$ cat config.mk
export PLATFORM = sky130hd
export DESIGN_NAME = i2c_target_regs
export DESIGN_NICKNAME = d
export VERILOG_FILES = /design/src/rtl/i2c_pkg.sv /design/src/rtl/i2c_line_sync.sv /design/src/rtl/i2c_target_regs.sv
export SDC_FILE = /design/constraint.sdc
export NUM_CORES = 1
export LEC_CHECK = 0
export CAP_MARGIN = 10
export CORE_ASPECT_RATIO = 0.7
export CORE_MARGIN = 4
export CORE_UTILIZATION = 50
export CTS_BUF_LIST = sky130_fd_sc_hd__clkbuf_16
export CTS_CLUSTER_SIZE = 10
export DETAILED_ROUTE_END_ITERATION = 7
export PLACE_DENSITY = 0.75
export SYNTH_ARGS = -nofsm -noshare
export SYNTH_HDL_FRONTEND = slang
export SYNTH_HIERARCHICAL = 1
export SYNTH_SLANG_ARGS = --single-unit
export TNS_END_PERCENT = 50
$ cat constraint.sdc
create_clock -name clk_ref -period 6.3 [get_ports clk_ref]
set_input_delay 0.63 -clock clk_ref [delete_from_list [all_inputs] [get_ports clk_ref]]
set_output_delay 0.63 -clock clk_ref [all_outputs]
set_load 0.02 [all_outputs]
$ cat src/rtl/i2c_pkg.sv
// Shared I2C definitions for the target register block and the init sequencer.
// Holds the protocol state encoding, R/W and ACK bit meanings, the default
// 7-bit device address and a pointer-increment helper.
package i2c_pkg;

  typedef enum logic [3:0] {
    ST_IDLE,
    ST_DEV_ADDR,
    ST_ACK_ADDR,
    ST_REG_ADDR,
    ST_ACK_REG,
    ST_WR_DATA,
    ST_ACK_WR,
    ST_RD_DATA,
    ST_RD_ACK,
    ST_IGNORE
  } i2c_state_e;

  localparam logic I2C_RW_WRITE = 1'b0;
  localparam logic I2C_RW_READ  = 1'b1;
  localparam logic I2C_ACK      = 1'b0;
  localparam logic I2C_NACK     = 1'b1;

  localparam logic [6:0] I2C_DEV_ADDR_DEFAULT = 7'h39;

  // Register pointer advances modulo 256.
  function automatic logic [7:0] ptr_inc(input logic [7:0] p);
    return p + 8'd1;
  endfunction

endpackage

$ cat src/rtl/i2c_line_sync.sv
// SCL/SDA synchronizer with edge and bus-condition detection.
//   clk_ref, reset      : system clock, async active-high reset
//   scl_in, sda_in      : raw pad levels
//   scl_rise, scl_fall  : one-cycle pulses on synchronized SCL edges
//   start_det, stop_det : SDA fall / rise while synchronized SCL is high
//   sda_s               : synchronized SDA level
module i2c_line_sync #(
  parameter int unsigned SYNC_STAGES = 2
) (
  input  logic clk_ref,
  input  logic reset,
  input  logic scl_in,
  input  logic sda_in,
  output logic scl_rise,
  output logic scl_fall,
  output logic start_det,
  output logic stop_det,
  output logic sda_s
);

  logic [SYNC_STAGES-1:0] scl_sync_q, scl_sync_d;
  logic [SYNC_STAGES-1:0] sda_sync_q, sda_sync_d;
  logic                   scl_dly_q, scl_dly_d;
  logic                   sda_dly_q, sda_dly_d;
  logic                   scl_s;

  assign scl_s = scl_sync_q[SYNC_STAGES-1];
  assign sda_s = sda_sync_q[SYNC_STAGES-1];

  always_comb begin
    scl_sync_d = {scl_sync_q[SYNC_STAGES-2:0], scl_in};
    sda_sync_d = {sda_sync_q[SYNC_STAGES-2:0], sda_in};
    scl_dly_d  = scl_s;
    sda_dly_d  = sda_s;
  end

  // Reset to the idle-bus level so leaving reset never looks like an edge.
  always_ff @(posedge clk_ref or posedge reset) begin
    if (reset) begin
      scl_sync_q <= '1;
      sda_sync_q <= '1;
      scl_dly_q  <= 1'b1;
      sda_dly_q  <= 1'b1;
    end else begin
      scl_sync_q <= scl_sync_d;
      sda_sync_q <= sda_sync_d;
      scl_dly_q  <= scl_dly_d;
      sda_dly_q  <= sda_dly_d;
    end
  end

  assign scl_rise  = scl_s & ~scl_dly_q;
  assign scl_fall  = ~scl_s & scl_dly_q;
  // SCL must be high on both samples so an SDA change racing an SCL edge
  // is not mistaken for a bus condition.
  assign start_det = scl_s & scl_dly_q & ~sda_s & sda_dly_q;
  assign stop_det  = scl_s & scl_dly_q & sda_s & ~sda_dly_q;

endmodule

$ cat src/rtl/i2c_target_regs.sv
// I2C target exposing an external register file.
//   clk_ref, reset    : system clock, async active-high reset
//   scl_in, sda_in    : pad levels; sda_oe pulls SDA low when 1
//   wr_en/addr/data   : one-cycle register write strobe
//   rd_addr, rd_data  : register pointer and combinational read-back
//   busy              : START .. STOP
//   addr_match        : addressed (after address ACK until STOP/START)
module i2c_target_regs
  import i2c_pkg::*;
#(
  parameter logic [6:0]  DEV_ADDR    = I2C_DEV_ADDR_DEFAULT,
  parameter int unsigned SYNC_STAGES = 2
) (
  input  logic       clk_ref,
  input  logic       reset,
  input  logic       scl_in,
  input  logic       sda_in,
  output logic       sda_oe,
  output logic       wr_en,
  output logic [7:0] wr_addr,
  output logic [7:0] wr_data,
  output logic [7:0] rd_addr,
  input  logic [7:0] rd_data,
  output logic       busy,
  output logic       addr_match
);

  logic scl_rise, scl_fall, start_det, stop_det, sda_s;

  i2c_line_sync #(.SYNC_STAGES(SYNC_STAGES)) u_line_sync (
    .clk_ref   (clk_ref),
    .reset     (reset),
    .scl_in    (scl_in),
    .sda_in    (sda_in),
    .scl_rise  (scl_rise),
    .scl_fall  (scl_fall),
    .start_det (start_det),
    .stop_det  (stop_det),
    .sda_s     (sda_s)
  );

  i2c_state_e state_q, state_d;
  logic [3:0] bit_cnt_q, bit_cnt_d;
  logic [7:0] shift_q, shift_d;
  logic [7:0] ptr_q, ptr_d;
  logic       rw_q, rw_d;
  logic       sda_oe_q, sda_oe_d;
  logic       wr_en_q, wr_en_d;
  logic [7:0] wr_addr_q, wr_addr_d;
  logic [7:0] wr_data_q, wr_data_d;
  logic       busy_q, busy_d;
  logic       match_q, match_d;

  always_comb begin
    state_d   = state_q;
    bit_cnt_d = bit_cnt_q;
    shift_d   = shift_q;
    ptr_d     = ptr_q;
    rw_d      = rw_q;
    sda_oe_d  = sda_oe_q;
    wr_en_d   = 1'b0;
    wr_addr_d = wr_addr_q;
    wr_data_d = wr_data_q;
    busy_d    = busy_q;
    match_d   = match_q;

    if (stop_det) begin
      state_d   = ST_IDLE;
      bit_cnt_d = '0;
      sda_oe_d  = 1'b0;
      busy_d    = 1'b0;
      match_d   = 1'b0;
    end else if (start_det) begin
      state_d   = ST_DEV_ADDR;
      bit_cnt_d = '0;
      sda_oe_d  = 1'b0;
      busy_d    = 1'b1;
      match_d   = 1'b0;
    end else if (scl_rise) begin
      case (state_q)
        ST_DEV_ADDR, ST_REG_ADDR, ST_WR_DATA: begin
          if (bit_cnt_q != 4'd8) begin
            shift_d   = {shift_q[6:0], sda_s};
            bit_cnt_d = bit_cnt_q + 4'd1;
          end
        end
        ST_RD_DATA: begin
          if (bit_cnt_q != 4'd8) bit_cnt_d = bit_cnt_q + 4'd1;
        end
        ST_RD_ACK: begin
          // Pointer advances on ACK and NACK alike; NACK ends the read here.
          ptr_d = ptr_inc(ptr_q);
          if (sda_s == I2C_NACK) state_d = ST_IGNORE;
        end
        default: ;
      endcase
    end else if (scl_fall) begin
      case (state_q)
        ST_DEV_ADDR: begin
          if (bit_cnt_q == 4'd8) begin
            bit_cnt_d = '0;
            if (shift_q[7:1] == DEV_ADDR) begin
              state_d  = ST_ACK_ADDR;
              sda_oe_d = 1'b1;
              match_d  = 1'b1;
              rw_d     = shift_q[0];
            end else begin
              state_d = ST_IGNORE;
            end
          end
        end
        ST_ACK_ADDR: begin
          bit_cnt_d = '0;
          if (rw_q == I2C_RW_WRITE) begin
            state_d  = ST_REG_ADDR;
            sda_oe_d = 1'b0;
          end else begin
            state_d  = ST_RD_DATA;
            shift_d  = rd_data;
            sda_oe_d = ~rd_data[7];
          end
        end
        ST_REG_ADDR: begin
          if (bit_cnt_q == 4'd8) begin
            ptr_d     = shift_q;
            sda_oe_d  = 1'b1;
            state_d   = ST_ACK_REG;
            bit_cnt_d = '0;
          end
        end
        ST_ACK_REG, ST_ACK_WR: begin
          sda_oe_d  = 1'b0;
          state_d   = ST_WR_DATA;
          bit_cnt_d = '0;
        end
        ST_WR_DATA: begin
          if (bit_cnt_q == 4'd8) begin
            wr_en_d   = 1'b1;
            wr_addr_d = ptr_q;
            wr_data_d = shift_q;
            ptr_d     = ptr_inc(ptr_q);
            sda_oe_d  = 1'b1;
            state_d   = ST_ACK_WR;
            bit_cnt_d = '0;
          end
        end
        ST_RD_DATA: begin
          // The MSB went out on entry; each later fall presents the next bit.
          if (bit_cnt_q == 4'd8) begin
            sda_oe_d  = 1'b0;
            state_d   = ST_RD_ACK;
            bit_cnt_d = '0;
          end else begin
            sda_oe_d = ~shift_q[6];
            shift_d  = {shift_q[6:0], 1'b0};
          end
        end
        ST_RD_ACK: begin
          // Only reached after a master ACK; rd_data reflects the new pointer.
          state_d   = ST_RD_DATA;
          shift_d   = rd_data;
          sda_oe_d  = ~rd_data[7];
          bit_cnt_d = '0;
        end
        default: ;
      endcase
    end
  end

  always_ff @(posedge clk_ref or posedge reset) begin
    if (reset) begin
      state_q   <= ST_IDLE;
      bit_cnt_q <= '0;
      shift_q   <= '0;
      ptr_q     <= '0;
      rw_q      <= I2C_RW_WRITE;
      sda_oe_q  <= 1'b0;
      wr_en_q   <= 1'b0;
      wr_addr_q <= '0;
      wr_data_q <= '0;
      busy_q    <= 1'b0;
      match_q   <= 1'b0;
    end else begin
      state_q   <= state_d;
      bit_cnt_q <= bit_cnt_d;
      shift_q   <= shift_d;
      ptr_q     <= ptr_d;
      rw_q      <= rw_d;
      sda_oe_q  <= sda_oe_d;
      wr_en_q   <= wr_en_d;
      wr_addr_q <= wr_addr_d;
      wr_data_q <= wr_data_d;
      busy_q    <= busy_d;
      match_q   <= match_d;
    end
  end

  assign sda_oe     = sda_oe_q;
  assign wr_en      = wr_en_q;
  assign wr_addr    = wr_addr_q;
  assign wr_data    = wr_data_q;
  assign rd_addr    = ptr_q;
  assign busy       = busy_q;
  assign addr_match = match_q;

endmodule

# Word-level counts from Yosys, hierarchy flattened
# Cells that the tools add are included.
# W data, S select, Z words.
# word_totals
register_bits	51
latch_bits	0
ram_bits	0
rom_bits	0
out_inout_bits	28
word_cells	146
n_memories	0
# classes
n_addsub	2
mul	0
div	0
n_lt_le_gt_ge	0
n_eq_ne	32
n_shift	0
muxes	57
bitwise	16
reduce_logical	24
# ops
operator	count
$mux W8	11
$mux W4	18
$pmux W4 S7	1
$pmux W8 S3	1
$mux W1	22
$ne A5 B5 Y1 const B	4
$eq A4 B3 Y1 const B	4
$ne A4 B1 Y1 const B	4
$pmux W8 S2	1
$reduce_and A8 Y1	2
$reduce_bool A3 Y1	5
$reduce_and A7 Y1	2
$ne A3 B3 Y1 const B	4
$ne A4 B4 Y1 const B	3
$reduce_and A6 Y1	2
$reduce_and A5 Y1	2
$not A1 Y1	9
$reduce_bool A9 Y1	1
$add A8 B1 Y8 const B	1
$eq A4 B2 Y1 const B	2
$eq A4 B4 Y1 const B	2
$pmux W4 S2	1
$reduce_bool A4 Y1	2
$reduce_bool A8 Y1	1
15 further kinds	26

# Longest topological paths before layout
# Gate-level depths: netlist of run 1.
# depth
ltp_word	8
depth_mapped	8
depth_no_buf	7

# Cells and area by module
# The synthesis of run 1 kept the hierarchy.
# modules_own_cells
mod	instances	cells_per_inst	area_per_inst_um2
i2c_target_regs	1	240	2444.8
i2c_line_sync	1	11	193.9

# Worst setup path after synthesis of run 1
# OpenSTA, ideal clock, no wires.
# synth_path
path_kind	register to register
from	reg u_line_sync.scl_sync_q[1]
to	reg shift_q[6]
setup_time_ns	0.083
arrival_ns	1.909
path_slack_ns	4.308
stages_incl_launch_ff	8
n_path_buf	1
synth_period_minus_slack_ns	1.992
cell_sequence	dfstp_2 -> nor2b_1 -> or2b_2 -> a2111oi_0 -> o31ai_1 -> buf_6 -> nand2_1 -> o21ai_0
# synth_via
elab_cells_between_ends	18
classes_between	eq/ne: 4; mux: 1; bitwise: 10; reduce/logical: 3
# synth_lines
item	line	source
start, declared	i2c_line_sync.sv:21	logic [SYNC_STAGES-1:0] scl_sync_q, scl_sync_d;
start signal, assigned	i2c_line_sync.sv:45	scl_sync_q <= scl_sync_d;
$and A1 B1 Y1 *	i2c_line_sync.sv:52	assign scl_rise = scl_s & ~scl_dly_q;
named net scl_rise	i2c_target_regs.sv:28	logic scl_rise, scl_fall, start_det, stop_det, sda_s;
$ne A3 B3 Y1 (no source line) (tied with other cells)	n/a	
$reduce_and A8 Y1 (no source line)	n/a	
end signal, assigned	i2c_target_regs.sv:186	shift_q <= shift_d;
end, declared	i2c_target_regs.sv:44	logic [7:0] shift_q, shift_d;
# The timed path passes the listed nets; every way through them passes the cells marked *.
# A chain may end at the register's enable or synchronous reset.

# Worst setup path after layout of run 1
# layout_path
from	reg u_line_sync.scl_sync_q[1]
to	reg ptr_q[5] (netlist: rd_addr[5])
# layout_via
elab_cells_between_ends	17
classes_between	eq/ne: 3; mux: 1; bitwise: 10; reduce/logical: 3
# layout_lines
item	line	source
$and A1 B1 Y1 *	i2c_line_sync.sv:52	
named net scl_rise	i2c_target_regs.sv:28	
$ne A3 B3 Y1 (no source line) (tied with other cells)	n/a	
$reduce_and A7 Y1 (no source line)	n/a	
end signal, assigned	i2c_target_regs.sv:187	ptr_q <= ptr_d;
end, declared	i2c_target_regs.sv:45	logic [7:0] ptr_q, ptr_d;
# Marks and branches as above.

==> flow_summary.toml, run 1 <==
[pwr]
switching_share = 0.366
combPwrFrac = 0.294
ir_worst_vdd_uv = 192
intPower_uw = 698
p_per_area_nw_per_um2 = 345
power_switching_uw = 403
p_leak_uw = 0.00139
seqPwrFrac = 0.468
clockPowerShare = 0.238

[synthesis]
syn_nets = 266
synth_top_family_by_area = "simple AND/OR/NAND/NOR gates"
yosysWarnings = 6
synthMuxAreaShare = 0.124
yosysSeqAreaShare = 0.486
syn_inst = 251
ys_top_cells_by_area = "dfrtp_1, mux2_2, dfstp_2"
synth-simple-area-share = 0.187
synth_most_common_cell = "dfrtp_1"
ys.flop_type = "dfrtp_1"
yosys.area.top_type_share = 0.427
synthArstFlopShare = 1.00
synth-xor-area-share = 0
synth_area_per_cell_sq_um = 10.5
synth-edff-count = 0
synth-seq-cells = 51
syn_area_sq_um = 2640
ys_types = 54
ys_top_cells_by_count = "dfrtp_1, nand2_1, mux2_2, nor2_1, o21ai_0"
synth_top_area_cell = "dfrtp_1"
synth_adder_area_share = 0.0142
synth_compound_area_frac = 0.147

[grt]
grt_pass1_vias = 1974
use_met3 = 0.0380
top_usage_layer = "met1"
track_usage = 0.187
grt_use_met1 = 0.291
grt_use_met2 = 0.259
grt_start_max_net_pins = 46
grt-ovfl-total = 0
grt_pass1_wl_microns = 9430
antenna_found_initial = 0

[detailed_routing]
post_drt_wl_per_cell_microns = 15.5
viasPerCell = 5.72
num_vias = 2043
postRouteAntennaNets = 0
routed_wl_microns = 5530
firstDrtPassIters = 4
drt_iter0_markers = 239
drc_errors = 0

[hold_path]
min_path_type = "reg -> reg"

[place]
dp_slack_ns = 3.56
gp_congestion = 0.895
hpwl_microns = 3960
io_buffers = 39

[cts]
cts_root_buf = "clkbuf_16"
cts.sinks = 51
numCtsBuffers = 5
clk_latency_ns = 0.28
cts_buffer_depth = 2
cts_setup_buffers = 0
holdBufCountCts = 0
clk_pin_slew_worst_paths_ns = 0.06
h-tree-depth = 2
cts_tree = "done"
cts_resized = 0

[sta]
tns_ns = 0
tightestPinTransition_ns = 1.08
fin_ws_ns = 3.52
period_minus_slack_ns = 2.78
max_freq_mhz = 360
report.final.slew_viol_count = 0
timing.final.crit_share = 0.441
rsz0062_at_grt = "no"
setup_viol = 0
hold_viol_final = 0
slew_headroom = 0.281
finClkSkew_ns = 0.00458

[worst_setup_path]
r2r_end = "rd_addr[5]$_DFFE_PP0P_"
crit_type = "reg -> reg"
critPathMaxFanout = 16
worstPathRequired_ns = 6.47
worstSetupEndpoint = "rd_addr[5]$_DFFE_PP0P_"
r2r_start = "u_line_sync/scl_sync_q[1]$_DFF_PP1_"
r2r_setup_slack_ns = 3.52
cp-start-kind = "flip-flop"
crit_start = "u_line_sync/scl_sync_q[1]$_DFF_PP1_"
worstRegToRegCells = 5
arrival_ns = 2.95
end_kind = "flip-flop"

[layout]
fill_cells = 407
seq_area_sq_um = 1280
area_growth_pct = 20.8
nets = 302
multiInputGateArea_sq_um = 1250
antenna_cells = 0
layout-drive-gt1-share = 0.174
fin_util = 0.645

[floorplan]
fp.dieW_microns = 94.8
die_h_microns = 68.8
top_level_ports = 40
rows = 21
core-area_sq_um = 4940
dieArea_sq_um = 6520
start_util = 0.534

[job]
max_cap_violations = 0

[status]
outcome = "finished, final reports clean"
-- metal layers --
metal,share of wire,routed length [microns],vias up
li1,-,-,989
met1,0.53,2950,974
met2,0.40,2220,68
met3,0.052,288,12
met4,0.013,74,0
met5,0,0,-
-- state kept, by name, summed over array words and instances (netlist names) --
register	flops
u_line_sync/sda_sync_q	2
bit_cnt_q	4
shift_q	8
wr_en	1
busy	1
u_line_sync/scl_sync_q	2
sda_oe	1
addr_match	1
rd_addr	8
wr_data	8
state_q	4
u_line_sync/sda_dly_q	1
wr_addr	8
u_line_sync/scl_dly_q	1
rw_q	1
-- area by class of cell --
cell class              instances  share of cell area
flip-flops and latches         51               0.403
multi-input cells             182               0.391
repair buffers                 41               0.127
clock buffers                   5              0.0392
well taps                      69              0.0271
inverters                       6             0.00706
clock inverters                 3             0.00589
-- critical path: stages, from the launching register on --
cell and delay, ns:
dfstp_2 0.55, nor2b_1 0.85, nand3_1 0.26, a21oi_2 0.57, o21ai_0 0.18, a22o_1 0.26
-- power by group through the flow --
stage | registers [uW] | clock network (uW) | logic [uW]
global route | 532 | 283 | 363
floorplan | 494 | 0 | 242
detailed placement | 518 | 0 | 324
global placement | 518 | 0 | 317
finish | 515 | 262 | 324
CTS | 513 | 269 | 325
-- stage by stage --
stage          hold slack (ns)  cell area, sq um  power (uW)  instances
6_report                 0.356              3190        1100        357
2_1_floorplan            0.345              2640         736        251
3_5_place_dp             0.347              3040         841        349
5_1_grt                  0.358              3190        1180        357
4_1_cts                  0.356              3190        1110        357
3_3_place_gp             0.346              3040         835        349
-- placed cells by master, fill, tap and decap left out, drive strengths merged, types with 3 or more instances in the layout --
cell            n
a21oi          12
nand4           5
nor3            3
inv             6
nand3          12
clkdlybuf4s50  39
ha              3
clkbuf          5
mux2i           9
or2             4
a31oi           4
nor2           15
a211oi          4
a21o            3
mux2           21
dfrtp          45
and4b           3
clkinv          3
nand2          29
a22o            4
o21ai          17
dfstp           6
nor2b           5
o41ai           3
-- how the worst min path moves through the flow --
stage	from	endpoint	slack (ns)	depth (start not counted)
3_5_place_dp	u_line_sync/scl_sync_q[0]$_DFF_PP1_	u_line_sync/scl_sync_q[1]$_DFF_PP1_	0.35	0
2_1_floorplan	u_line_sync/scl_sync_q[0]$_DFF_PP1_	u_line_sync/scl_sync_q[1]$_DFF_PP1_	0.35	0
3_3_place_gp	u_line_sync/sda_sync_q[0]$_DFF_PP1_	u_line_sync/sda_sync_q[1]$_DFF_PP1_	0.35	0
4_1_cts	u_line_sync/scl_sync_q[0]$_DFF_PP1_	u_line_sync/scl_sync_q[1]$_DFF_PP1_	0.36	0
6_report	u_line_sync/scl_sync_q[0]$_DFF_PP1_	u_line_sync/scl_sync_q[1]$_DFF_PP1_	0.36	0
5_1_grt	u_line_sync/scl_sync_q[0]$_DFF_PP1_	u_line_sync/scl_sync_q[1]$_DFF_PP1_	0.36	0
-- cell families after synthesis --
logic type      count (synthesis)
buf+inv                        18
compound gates                 58
fa+ha+maj                       3
flops                          51
mux                            30
simple gates                   91
Power figures use the tool's default switching activity.
==> run 2: changes to the inputs <==
- CORE_UTILIZATION: 50 -> 49
- PLACE_DENSITY: 0.75 -> 0.76
- clock period: 6.3 -> 2.3 ns (I/O delays scaled with it)
==> run 2 against run 1 <==
Net effect:
- final area rose by 3.3%
- critical path depth rose by 2
- clock-buffer cell count unchanged
- flip-flop and latch count unchanged
- sequential power increased to 2.8 times the previous value
- critical path type unchanged
- critical endpoint is now state_q[0]$_DFFE_PP0P_
- largest cell class unchanged
==> flow_summary.toml, run 2 (same netlist as run 1, synthesis figures left out) <==
[status]
outcome = "finished, final reports clean"

[layout]
final_cell_mix = "dfrtp_1, clkdlybuf4s50_1, nand2_1"
nets = 311
stdcell_count = 369
fin_util = 0.630
layout-drive-gt1-share = 0.205
antenna_cells = 0
area_growth_pct = 24.8
final_common_cell = "dfrtp_1"

[place]
io_buffers = 39
gp_congestion = 0.914
dp.cells = 361
dp_slack_ns = 0.196
hpwl_microns = 4400

[cts]
cts_setup_buffers = 0
numCtsBuffers = 5
h-tree-depth = 2
cts.sinks = 51
clk_pin_slew_worst_paths_ns = 0.07
cts_buffer_depth = 2
cts_tree = "done"
clk_latency_ns = 0.29
cts_root_buf = "clkbuf_16"
holdBufCountCts = 0

[sta]
hold_viol_final = 0
setup_viol = 0
tightestPinTransition_ns = 0.654
fin_ws_ns = 0.157
report.final.slew_viol_count = 0
tns_ns = 0
timing.final.crit_share = 0.932
max_freq_mhz = 467
period_minus_slack_ns = 2.14
rsz0062_at_grt = "no"
slew_headroom = 0.561
finClkSkew_ns = 0.00407

[pwr]
p_per_area_nw_per_um2 = 977
p_leak_uw = 0.00144
p_total_uw = 3220
ir_worst_vdd_uv = 473

[detailed_routing]
routed_wl_microns = 6150
drc_errors = 0
viasPerCell = 5.67
postRouteAntennaNets = 0
num_vias = 2092
drt_iter0_markers = 159
firstDrtPassIters = 4
post_drt_wl_per_cell_microns = 16.7

[job]
max_cap_violations = 0

[floorplan]
top_level_ports = 40
start_util = 0.505
die_h_microns = 69.4
core-area_sq_um = 5230
dieArea_sq_um = 6640
fp.dieW_microns = 95.7
rows = 22

[worst_setup_path]
critPathMaxFanout = 5
slowest_stage = "dfrtp_1"
crit_type = "reg -> reg"
arrival_ns = 2.32
critPathMaxStageDelay_ns = 0.39
cp_cell_sequence = "inv_1, ha_1, and3b_2, o21ai_1, a21oi_1, nor3_2, mux2_2"
cp-start-kind = "flip-flop"
worstPathRequired_ns = 2.48
crit_start = "bit_cnt_q[0]$_DFFE_PP0P_"
end_kind = "flip-flop"
r2r_start = "bit_cnt_q[0]$_DFFE_PP0P_"

[grt]
grt-ovfl-total = 0
antenna_found_initial = 0
grt_pass1_wl_microns = 10500
grt_pass1_vias = 2094
grt_start_max_net_pins = 19
track_usage = 0.203

[hold_path]
min_path_type = "in -> async"
[run 2: path summary, 6_finish.rpt]
check	to	slack, ns	depth (start not counted)
min in group clk_ref	u_line_sync/scl_sync_q[0]$_DFF_PP1_	0.34	1
max in group asynchronous	wr_addr[1]$_DFFE_PP0P_	1.43	3
hold / removal	busy$_DFFE_PP0P_	0.28	2
setup / recovery	state_q[0]$_DFFE_PP0P_	0.16	7
hold reg to reg	u_line_sync/scl_sync_q[1]$_DFF_PP1_	0.36	0
setup reg to reg	state_q[0]$_DFFE_PP0P_	0.16	7
[run 2: layout make-up]
type,count,area (sq um)
sequential,51,1280
multi-input combinational,182,1250
fill,433,1940
timing repair buffer,50,473
inverter,6,22.5
clock inverter,3,46.3
clock buffer,5,125
tap,72,90.1
[run 2: power by group]
part | leakage (uW) | internal (uW) | total (uW) | switching, uW
clock network | 0.0000804 | 517 | 854 | 336
registers | 0.000656 | 1090 | 1420 | 329
logic | 0.000706 | 445 | 948 | 503
total | 0.00144 | 2050 | 3220 | 1170
[run 2: timing repair]
action,4_1_cts,5_1_grt
endpoints found under the hold margin,0,0
gates resized for setup,0,2
setup endpoints to repair,0,3
[run 2: metal layers]
| metal | part of all wire | track usage | up-vias |
|---|---|---|---|
| li1 | - | - | 1008 |
| met3 | 0.063 | 0.0466 | 7 |
| met4 | 0.013 | 0.0599 | 0 |
| met1 | 0.50 | 0.315 | 1008 |
| met5 | 0 | 0 | - |
| met2 | 0.43 | 0.278 | 69 |
[run 2: stage by stage]
step	area, sq um	hold WS, ns
6_report	3290	0.278
5_1_grt	3290	0.304
2_1_floorplan	2640	0.229
4_1_cts	3290	0.292
3_3_place_gp	3120	0.347
3_5_place_dp	3120	0.347
[run 2: worst max-delay path: cells and delay by family (launching register included)]
kind                       cells  cell delay, ns
buffers and inverters          1            0.08
muxes                          1            0.39
AOI/OAI and AO/OA              2            0.31
and+or+nand+nor                2            0.63
DFF                            1            0.39
adders and majority gates      1            0.23
==> run 3: changes to the inputs <==
- GPL_TIMING_DRIVEN: unset -> 0
- PLACE_DENSITY: 0.76 -> 0.72
- SETUP_SLACK_MARGIN: unset -> 0.2
==> run 3 against run 2 <==
Net effect:
- critical endpoint is now state_q[1]$_DFFE_PP0P_
- critical path depth is the same
- highest routed layer unchanged
- clock skew grew 0.0023 ns
- final cell count grew 2.2%
- combinational power grew 17%
- via count grew 2.5%
==> flow_summary.toml, run 3 (same netlist as run 1, synthesis figures left out) <==
[worst_setup_path]
worstPathRequired_ns = 2.47
r2r_start = "bit_cnt_q[0]$_DFFE_PP0P_"
cp-start-kind = "flip-flop"
crit_type = "reg -> reg"
worstSetupEndpoint = "state_q[1]$_DFFE_PP0P_"
arrival_ns = 2.24
r2r_setup_slack_ns = 0.23
critPathMaxFanout = 5
end_kind = "flip-flop"
crit_start = "bit_cnt_q[0]$_DFFE_PP0P_"
r2r_end = "state_q[1]$_DFFE_PP0P_"
worstRegToRegCells = 7

[layout]
final_cell_mix = "dfrtp_1, clkdlybuf4s50_1, nand2_1"
antenna_cells = 0
fill_cells = 429
nets = 319
stdcell_count = 377
final_area_sq_um = 3420
seq_area_sq_um = 1280
final_common_cell = "dfrtp_1"
multiInputGateArea_sq_um = 1330
area_growth_pct = 29.6
layout-drive-gt1-share = 0.239

[floorplan]
fp.dieW_microns = 95.7
top_level_ports = 40
die_h_microns = 69.4
rows = 22
core-area_sq_um = 5230
dieArea_sq_um = 6640
start_util = 0.505

[cts]
clk_latency_ns = 0.28
cts_tree = "done"
h-tree-depth = 2
cts_buffer_depth = 2
holdBufCountCts = 0
cts_root_buf = "clkbuf_16"
numCtsBuffers = 5
cts.sinks = 51
clk_pin_slew_worst_paths_ns = 0.07

[place]
gp_congestion = 0.885
dp.cells = 363
io_buffers = 39
placed_area_sq_um = 3140
hpwl_microns = 4320

[grt]
grt_start_max_net_pins = 27
grt-ovfl-total = 0
antenna_found_initial = 0
grt_pass1_vias = 2006
track_usage = 0.193
grt_pass1_wl_microns = 10200

[hold_path]
min_path_type = "in -> async"

[pwr]
p_leak_uw = 0.00149
p_total_uw = 3160
ir_worst_vdd_uv = 478
p_per_area_nw_per_um2 = 925

[sta]
rsz0062_at_grt = "yes"
tightestPinTransition_ns = 0.718
max_freq_mhz = 483
report.final.slew_viol_count = 0
period_minus_slack_ns = 2.07
finClkSkew_ns = 0.00637
setup_viol = 0
holdWs_ns = 0.294
slew_headroom = 0.520
tns_ns = 0
timing.final.crit_share = 0.900
hold_viol_final = 0

[detailed_routing]
drc_errors = 0
routed_wl_microns = 6120
post_drt_wl_per_cell_microns = 16.2
firstDrtPassIters = 4
num_vias = 2144
postRouteAntennaNets = 0
viasPerCell = 5.69
drt_iter0_markers = 160

[job]
max_cap_violations = 0

[status]
outcome = "finished, final reports clean"
==> run 3: changes by cell type in the layout (fill, tap and decap cells not counted), sizes merged <==
cell and change:
buf +6, clkbuf +2, bufinv -1, clkinv +1
==> run 3: cell type report <==
class | count | share of cell area
Buffer | 12 | 0.0289
Clock buffer | 5 | 0.0366
Clock inverter | 3 | 0.00439
Inverter | 6 | 0.00658
Multi-Input combinational cell | 182 | 0.389
Sequential cell | 51 | 0.375
Tap cell | 72 | 0.0263
Timing Repair Buffer | 46 | 0.133
==> run 3: how the worst min path moves through the flow <==
stage / cells after the start / to / from
5_1_grt: 2 / state_q[3]$_DFFE_PP0P_ / reset
3_5_place_dp: 0 / u_line_sync/sda_sync_q[1]$_DFF_PP1_ / u_line_sync/sda_sync_q[0]$_DFF_PP1_
2_1_floorplan: 1 / u_line_sync/scl_dly_q$_DFF_PP1_ / reset
6_report: 2 / state_q[2]$_DFFE_PP0P_ / reset
3_3_place_gp: 0 / u_line_sync/scl_sync_q[1]$_DFF_PP1_ / u_line_sync/scl_sync_q[0]$_DFF_PP1_
4_1_cts: 2 / state_q[2]$_DFFE_PP0P_ / reset
==> run 3: critical path, cell delays in order (launching register included) <==
cell,delay [ns]
dfrtp_1,0.40
inv_1,0.08
ha_1,0.22
and3b_2,0.28
o21ai_2,0.20
nor2_1,0.10
nor3_4,0.30
mux2_2,0.37
==> run 3: per-layer routing <==
metal / vias to the layer above / track usage / share of wire
met4: 0 / 0.0315 / 0.0044
met2: 66 / 0.266 / 0.42
li1: 1028 / - / -
met3: 4 / 0.0423 / 0.062
met5: - / 0 / 0
met1: 1046 / 0.312 / 0.51
==> run 3: report_power, final <==
part	internal, uW	switching (uW)	total [uW]
registers	1090	262	1350
logic	517	591	1110
clock network	396	311	706
total	2000	1160	3160
==> run 3: timing repair <==
action,CTS,global route
pin swaps,1,2
gates resized for setup,10,14
endpoints found under the setup margin,26,30
buffers inserted,0,6
==> run 3: metrics by stage <==
step            util  setup WS (ns)
4_1_cts        0.635          0.191
5_1_grt        0.654          0.114
2_1_floorplan      -          0.308
3_3_place_gp   0.596         -0.172
6_report       0.654          0.231
3_5_place_dp   0.600         -0.136
